<file path="src/rtl/thor2022_micro_sequencer.sv">
`default_nettype none
// ============================================================================
//  Module      : thor2022_micro_sequencer
//  Description : Expands macro opcodes into micro-op streams from an external
//                combinational micro-code ROM; plain instructions pass through.
//  Revision    : 1.0 - initial release
// ============================================================================
module thor2022_micro_sequencer #(
  parameter int MIPW      = 7,
  parameter int MAX_STEPS = 16,
  parameter bit DROP_NOP  = 1'b0
) (
  input  logic            clk_i,
  input  logic            rst_ni,
  input  logic            flush_i,
  input  logic [47:0]     in_ir_i,
  input  logic            in_valid_i,
  output logic            in_ready_o,
  output logic [MIPW-1:0] micro_ipo,
  output logic [47:0]     micro_ir_o,
  input  logic [MIPW-1:0] next_mip_i,
  input  logic [47:0]     uir_i,
  input  logic [3:0]      incr_i,
  output logic [47:0]     out_ir_o,
  output logic            out_valid_o,
  input  logic            out_ready_i,
  output logic [3:0]      out_incr_o,
  output logic            out_micro_o,
  output logic            out_first_o,
  output logic            out_last_o,
  output logic            busy_o,
  output logic            irq_hold_o,
  output logic            err_o
);

  localparam int c_STEPW = $clog2(MAX_STEPS + 1);

  localparam logic [6:0] c_OPC_NOP    = 7'h3F;
  localparam logic [6:0] c_OPC_POP    = 7'h60;
  localparam logic [6:0] c_OPC_POPN   = 7'h61;
  localparam logic [6:0] c_OPC_PUSH   = 7'h62;
  localparam logic [6:0] c_OPC_PUSHN  = 7'h63;
  localparam logic [6:0] c_OPC_LEAVE  = 7'h64;
  localparam logic [6:0] c_OPC_STOO   = 7'h65;
  localparam logic [6:0] c_OPC_ENTER  = 7'h66;
  localparam logic [6:0] c_OPC_DEFCAT = 7'h67;

  typedef enum logic [0:0] {
    ST_IDLE = 1'b0,
    ST_SEQ  = 1'b1
  } state_t;

  state_t              r_state;
  logic [MIPW-1:0]     r_mip;
  logic [c_STEPW-1:0]  r_step;
  logic [47:0]         r_micro_ir;
  logic [47:0]         r_out_ir;
  logic [3:0]          r_out_incr;
  logic                r_out_valid;
  logic                r_out_micro;
  logic                r_out_first;
  logic                r_out_last;
  logic                r_err;

  logic                w_slot_free;
  logic                w_in_ready;
  logic                w_accept;
  logic                w_is_macro;
  logic [MIPW-1:0]     w_entry;
  logic                w_end;
  logic                w_drop;
  logic                w_wdog;

  always_comb begin
    w_is_macro = 1'b1;
    w_entry    = '0;
    case (in_ir_i[6:0])
      c_OPC_POP:    w_entry = MIPW'(1);
      c_OPC_POPN:   w_entry = MIPW'(5);
      c_OPC_PUSH:   w_entry = MIPW'(10);
      c_OPC_PUSHN:  w_entry = MIPW'(15);
      c_OPC_LEAVE:  w_entry = MIPW'(20);
      c_OPC_STOO:   w_entry = MIPW'(28);
      c_OPC_ENTER:  w_entry = MIPW'(32);
      c_OPC_DEFCAT: w_entry = MIPW'(44);
      default:      w_is_macro = 1'b0;
    endcase
  end

  assign w_slot_free = ~r_out_valid | out_ready_i;
  assign w_in_ready  = (r_state == ST_IDLE) & w_slot_free & ~flush_i;
  assign w_accept    = w_in_ready & in_valid_i;
  assign w_end       = (next_mip_i == '0);
  // A dropped NOP is not an emitted op, so it never trips the watchdog.
  assign w_drop      = DROP_NOP & (uir_i[6:0] == c_OPC_NOP) & ~w_end;
  assign w_wdog      = ~w_drop & ~w_end & (r_step == c_STEPW'(MAX_STEPS - 1));

  always_ff @(posedge clk_i or negedge rst_ni) begin
    if (!rst_ni) begin
      r_state     <= ST_IDLE;
      r_mip       <= '0;
      r_step      <= '0;
      r_micro_ir  <= '0;
      r_out_ir    <= '0;
      r_out_incr  <= '0;
      r_out_valid <= 1'b0;
      r_out_micro <= 1'b0;
      r_out_first <= 1'b0;
      r_out_last  <= 1'b0;
      r_err       <= 1'b0;
    end else begin
      r_err <= 1'b0;
      if (flush_i) begin
        r_out_valid <= 1'b0;
        r_state     <= ST_IDLE;
        r_mip       <= '0;
        r_step      <= '0;
      end else if (r_state == ST_IDLE) begin
        if (w_accept && w_is_macro) begin
          r_micro_ir  <= in_ir_i;
          r_mip       <= w_entry;
          r_step      <= '0;
          r_state     <= ST_SEQ;
          r_out_valid <= 1'b0;
        end else if (w_accept) begin
          r_out_ir    <= in_ir_i;
          r_out_valid <= 1'b1;
          r_out_micro <= 1'b0;
          r_out_first <= 1'b0;
          r_out_last  <= 1'b0;
          r_out_incr  <= '0;
        end else if (w_slot_free) begin
          r_out_valid <= 1'b0;
        end
      end else if (w_slot_free) begin
        if (w_drop) begin
          r_mip       <= next_mip_i;
          r_out_valid <= 1'b0;
        end else begin
          r_out_ir    <= uir_i;
          r_out_incr  <= incr_i;
          r_out_valid <= 1'b1;
          r_out_micro <= 1'b1;
          r_out_first <= (r_step == '0);
          r_out_last  <= w_end | w_wdog;
          if (w_end || w_wdog) begin
            r_state <= ST_IDLE;
            r_mip   <= '0;
            r_step  <= '0;
            r_err   <= w_wdog;
          end else begin
            r_mip  <= next_mip_i;
            r_step <= r_step + c_STEPW'(1);
          end
        end
      end
    end
  end

  assign in_ready_o  = w_in_ready;
  assign micro_ipo   = r_mip;
  assign micro_ir_o  = r_micro_ir;
  assign out_ir_o    = r_out_ir;
  assign out_valid_o = r_out_valid;
  assign out_incr_o  = r_out_incr;
  assign out_micro_o = r_out_micro;
  assign out_first_o = r_out_first;
  assign out_last_o  = r_out_last;
  assign busy_o      = (r_state == ST_SEQ);
  assign irq_hold_o  = (r_state == ST_SEQ) | (r_out_valid & r_out_micro & ~r_out_last);
  assign err_o       = r_err;

endmodule
`default_nettype wire

</file>
<file path="config.mk">
export PLATFORM = sky130hd
export DESIGN_NAME = thor2022_micro_sequencer
export DESIGN_NICKNAME = d
export VERILOG_FILES = /design/src/rtl/thor2022_micro_sequencer.sv
export SDC_FILE = /design/constraint.sdc
export NUM_CORES = 1
export LEC_CHECK = 0
export CAP_MARGIN = 20
export CORE_MARGIN = 2
export CORE_UTILIZATION = 46
export CTS_CLUSTER_SIZE = 14
export DETAILED_ROUTE_END_ITERATION = 10
export PLACE_DENSITY = 0.92
export REMOVE_ABC_BUFFERS = 1
export SETUP_SLACK_MARGIN = 0.2
export SLEW_MARGIN = 0
export SYNTH_ARGS = -nofsm -noshare
export SYNTH_HDL_FRONTEND = slang
export SYNTH_SLANG_ARGS = --single-unit
</file>
<file path="constraint.sdc">
create_clock -name clk_i -period 2.95 [get_ports clk_i]
set_input_delay 0.59 -clock clk_i [delete_from_list [all_inputs] [get_ports clk_i]]
set_output_delay 0.59 -clock clk_i [all_outputs]
set_load 0.01 [all_outputs]
</file>
Word-level counts from Yosys, hierarchy flattened
Index checks and enable logic that the tools add are counted.
Storage, ports and cells
  bits in registers: 118
  bits of input ports: 112
  word-level logic and storage cells: 92
Operators by class
  $add $sub $neg: 1
  eq/ne operators: 12
  muxes and demuxes: 42
  bitwise operators: 14
  reduce and logical (&&, ||, !) cells: 12
Operator list (number)
  $mux W48: 4
  $eq A7 B7 Y1 const B: 8
  $pmux W6 S8: 1
  $mux W7: 5
  $mux W5: 5
  $mux W1: 23
  $mux W4: 4
  $reduce_or A8 Y1: 1
  $logic_not A7 Y1: 1
  $and A1 B1 Y1: 6
  $add A5 B1 Y5 const B: 1
  $eq A5 B4 Y1 const B: 1
  $logic_not A5 Y1: 1
  $not A1 Y1: 5
  $reduce_and A2 Y1: 2
  $reduce_and A4 Y1: 1
  $reduce_bool A4 Y1: 1
  $ne A3 B2 Y1 const B: 1
  $or A1 B1 Y1: 3
  $reduce_and A3 Y1: 1
  $reduce_bool A3 Y1: 1
  $ne A2 B1 Y1 const B: 1
  $ne A2 B2 Y1 const B: 1
  $reduce_bool A2 Y1: 1
  2 further kinds: 2

Depth between registers and ports, before layout
  word-level depth: 9
  depth in mapped cells: 7

Least setup slack after synthesis
Ideal clock, no wire load.
  path kind: flip-flop to flip-flop
  start point: reg r_step[0]
  end point: reg r_step[3]
  arrival time: 1710 ps
  required time: 2886 ps
  path slack: 1176 ps
  stages on the path, launching flop included: 7
  clock period less this slack: 1774 ps
  cells stage by stage: dfrtp_1 ha_1 and3_1 ha_1 a2111o_1 nor4_1 a211o_1
On the way
  longest elaborated chain between the ends: 7
Ends and longest elaborated chain
  from (decl): RTL line 55  | logic [c_STEPW-1:0] r_step;
  from (signal assigned): RTL line 153  | r_step <= r_step + c_STEPW'(1);
  parallel branches: the longest is 3 deep, another holds $add A5 B1 Y5
  $mux W5 (*): RTL line 146  | if (w_end || w_wdog) begin
  $mux W5 (*): RTL line 135  | end else if (w_slot_free) begin
  $mux W5 (*): RTL line 118  | end else if (r_state == ST_IDLE) begin
  $mux W5 (*): RTL line 113  | if (flush_i) begin
Mark *: on every way between the ends. The select of a mux whose other input is x is not followed.
A chain may end at the register's enable or synchronous reset.

Worst setup path in the final report
  start point: reg r_state (netlist: busy_o)
  end point: out irq_hold_o
On the way
  longest elaborated chain between the ends: 1
Ends and longest elaborated chain
  from (decl): RTL line 53  | state_t r_state;
  from (signal assigned): RTL line 100  | r_state <= ST_IDLE;
  from (signal assigned): RTL line 115  | r_state <= ST_IDLE;
  from (signal assigned): RTL line 123  | r_state <= ST_SEQ;
  $or A1 B1 Y1: RTL line 170  | assign irq_hold_o = (r_state == ST_SEQ) | (r_out_valid & r_out_micro & ~r_out_last);
  to (decl): RTL line 32  | output logic irq_hold_o,
No other way between the ends.

==> results by group <==
Status
  • Run status: completed

Floorplanning
  • Rows: 38
  • Core area: 10890 um2
  • Die extent in x: about 110 um
  • Die height: 110.0 um
  • DIE AREA: between 10000 and 15000 um2
  • Starting density of the core: 0.4749
  • I/O Pins: 227

Cells and area
  • Fillcell total: between 700 and 800
  • Final net count: 760
  • Share of layout cells above drive strength 1: 0.1277
  • Area delta synth->final: 57.56%
  • Register area: 2957 um2
  • Area of the multi-input gates: about 2100 um2
  • Number of inserted diodes: 0
  • Non-Filler Instances: around 800

CTS
  • Clk_lat worst skew: 0.51 ns
  • # hold bufs at CTS: 0
  • Postcts setup bufs: 0
  • Clock Path Buffers: 2
  • TritonCTS Sinks: between 100 and 150
  • CTS tree: built
  • CTS-repair resized insts: 0
  • Htree depth: 4
  • CTS root buffer: clkbuf_8
  • Clock transition at path regs: 0.06 ns
  • CTS buffer count: 17

Logic synthesis
  • Top cells by area, synth: dfrtp_1, o21ai_0, mux2i_1
  • Synth cell types: 40
  • Warnings from Yosys: 0
  • Post-synth top area cell: dfrtp_1
  • Cells after synthesis: 420
  • Synth top area share: 0.5710
  • Top_reg_cell synth: dfrtp_1
  • Syn avg cell area: around 12 um2
  • Synth Register Bits: 118
  • Sequential cell area fraction in the yosys report: 0.5710
  • Post-synth EDFFs: 0
  • Synthesized cell area: ~5200 um2
  • Asr flop ratio synth: 1.000

Critical path
  • WP data required: about 2.4 ns
  • CP arrival: approximately 2.0 ns
  • CP endpoint kind: primary output
  • Crit path launch type: register
  • CP max FO: 14
  • WS Path Type: register to primary output

Detailed routing
  • WL final: about 16000 um
  • Drt drc: 0
  • DR vias: between 4000 and 5000
  • First-pass DRT Iterations: 5
  • DRT iter0 DRCs: 156
  • ANT nets after route: 0
  • Drt wl/cell: about 20 um
  • Vias per Instance: roughly 5.5

Global routing
  • Largest net degree at the start of global routing: between 60 and 70
  • Gr usage total: 0.2690
  • Vias in the first global route: between 4000 and 5000
  • Antenna violations before repair: 0
  • First-pass GRT wire length: approximately 24000 um
  • GRT overflow: 0

STA
  • Max-slew headroom: 0.3813
  • Final Skew: 0.005564 ns
  • Max-slew violations: 0
  • Final setup viols: 0
  • Final period util: 0.8750
  • Fmax: ~390 MHz
  • Actual slew at the worst max-slew pin: ~0.93 ns
  • Min Tclk post-route: about 2.6 ns
  • Final WS setup: around 0.37 ns
  • Final Hold Viols: 0
  • RSZ-0062 raised after global routing: no

Pwr
  • Peak supply drop: about 0.00034 V
  • Leak pwr: around 3.4 nW
  • Power Density: between 600 and 700 nW/um2

Place
  • GP Congestion: ~0.9
  • HPWL Detailed: around 11000 um
  • Port bufs: 226
  • Setup WS pre-CTS: 0.2161 ns
  • DP Cell Count: roughly 770

Hold path
  • Hold crit path type: input pin to asynchronous set/reset pin

Job
  • Max_cap viols: 0
## worst max-delay path, cell delays in order, from the launching register on
cell and delay (ns):
dfrtp_4 0.62, inv_1 0.17, o21ai_0 0.12, clkdlybuf4s50_1 0.57
## final cells by class
cell class                 count  area share
sequential                   118      0.3629
timing repair buffer         234      0.2878
multi-input combinational    267      0.2532
clock buffer                  23     0.05605
tap                          140     0.02150
clock inverter                 9     0.01536
inverter                       7    0.003225
## cells in the mapped netlist, types with 2 or more instances
| library cell | number |
|---|---|
| mux2_1 | 6 |
| ha_1 | 3 |
| o21ai_1 | 2 |
| inv_1 | 7 |
| nor3_1 | 3 |
| nand3_1 | 2 |
| clkbuf_2 | 4 |
| mux2_4 | 10 |
| a21o_1 | 2 |
| o22ai_1 | 2 |
| nor4_1 | 2 |
| buf_4 | 2 |
| buf_1 | 5 |
| a21oi_1 | 5 |
| nor2_1 | 6 |
| and3_1 | 3 |
| clkbuf_1 | 8 |
| nor2b_1 | 4 |
| buf_6 | 2 |
| and2_1 | 2 |
| o21ai_0 | 98 |
| mux2_2 | 30 |
| mux2i_1 | 48 |
| buf_2 | 7 |
| a22o_1 | 16 |
| nand2_1 | 8 |
| nand2b_1 | 3 |
| dfrtp_1 | 118 |
## routing by layer
layer	GRT usage	wire, um	vias to the layer above
li1	-	-	1980
met1	0.2917	5698	2179
met2	0.4768	8317	218
met3	0.09289	1386	35
met4	0.1130	404	0
met5	0	0	-
## registers in the layout, indices dropped and copies added (netlist names)
register     cells
busy_o           1
err_o            1
micro_ipo        7
micro_ir_o      48
out_first_o      1
out_incr_o       4
out_ir_o        48
out_last_o       1
out_micro_o      1
out_valid_o      1
r_step           5
## power by group
part | internal [mW] | switching, mW | leakage [nW]
sequential | 1.86 | 0.137 | 1.52
combinational | 0.708 | 0.478 | 1.63
clock | 1.32 | 0.702 | 0.282
## worst paths after layout
check	start	endpoint	slack (ns)	cells after the start
hold / removal	rst_ni	micro_ir_o[35]$_DFFE_PN0P_	0.11	1
setup / recovery	busy_o$_DFF_PN0_	irq_hold_o	0.37	3
hold reg to reg	micro_ir_o[6]$_DFFE_PN0P_	micro_ir_o[6]$_DFFE_PN0P_	0.48	1
max in group asynchronous	rst_ni	micro_ir_o[23]$_DFFE_PN0P_	2.02	2
setup reg to reg	busy_o$_DFF_PN0_	out_ir_o[17]$_DFFE_PN0P_	0.97	3
min in group clk_i	micro_ir_o[6]$_DFFE_PN0P_	micro_ir_o[6]$_DFFE_PN0P_	0.48	1
## logic make-up after synthesis
logic type                 synth area share
buffers and inverters               0.03242
AOI/OAI and AO/OA                    0.1447
adders and majority gates          0.007259
and+or+nand+nor                     0.04428
muxes                                0.2003
DFF                                  0.5710
## cells in the final DEF, fill, tap and decap left out, types with 3 or more instances in the layout
master	netlist	routed
a21oi_1	5	5
clkbuf_1	8	4
mux2_1	6	6
o21ai_0	98	98
clkinv_2	0	4
and3_1	3	3
dfrtp_1	118	117
clkbuf_16	0	16
mux2i_1	48	48
nor3_1	3	3
mux2_4	10	10
ha_1	3	3
inv_1	7	7
a22o_1	16	16
clkdlybuf4s50_1	0	225
nand2_1	8	8
bufinv_16	0	3
nor2b_1	4	4
clkbuf_8	0	3
mux2_2	30	30
buf_4	2	7
nand2b_1	3	3
nor2_1	6	6
## through the flow
| stage | TNS (ns) | power (mW) | area (um2) | hold slack [ns] | utilization |
|---|---|---|---|---|---|
| final | 0 | 5.212 | 8148 | 0.1081 | 0.7483 |
| after global routing | 0 | 5.434 | 8148 | 0.1592 | 0.7483 |
| after CTS | 0 | 5.254 | 8148 | 0.1253 | 0.7483 |
| after detailed placement | 0 | 3.208 | 7566 | 0.4645 | 0.6949 |
| after global placement | 0 | 3.153 | 7566 | 0.4522 | 0.6949 |
| after floorplan | -86.20 | 2.388 | 5030 | 0.2944 | - |
No activity file was read; power rests on OpenSTA's default activity.
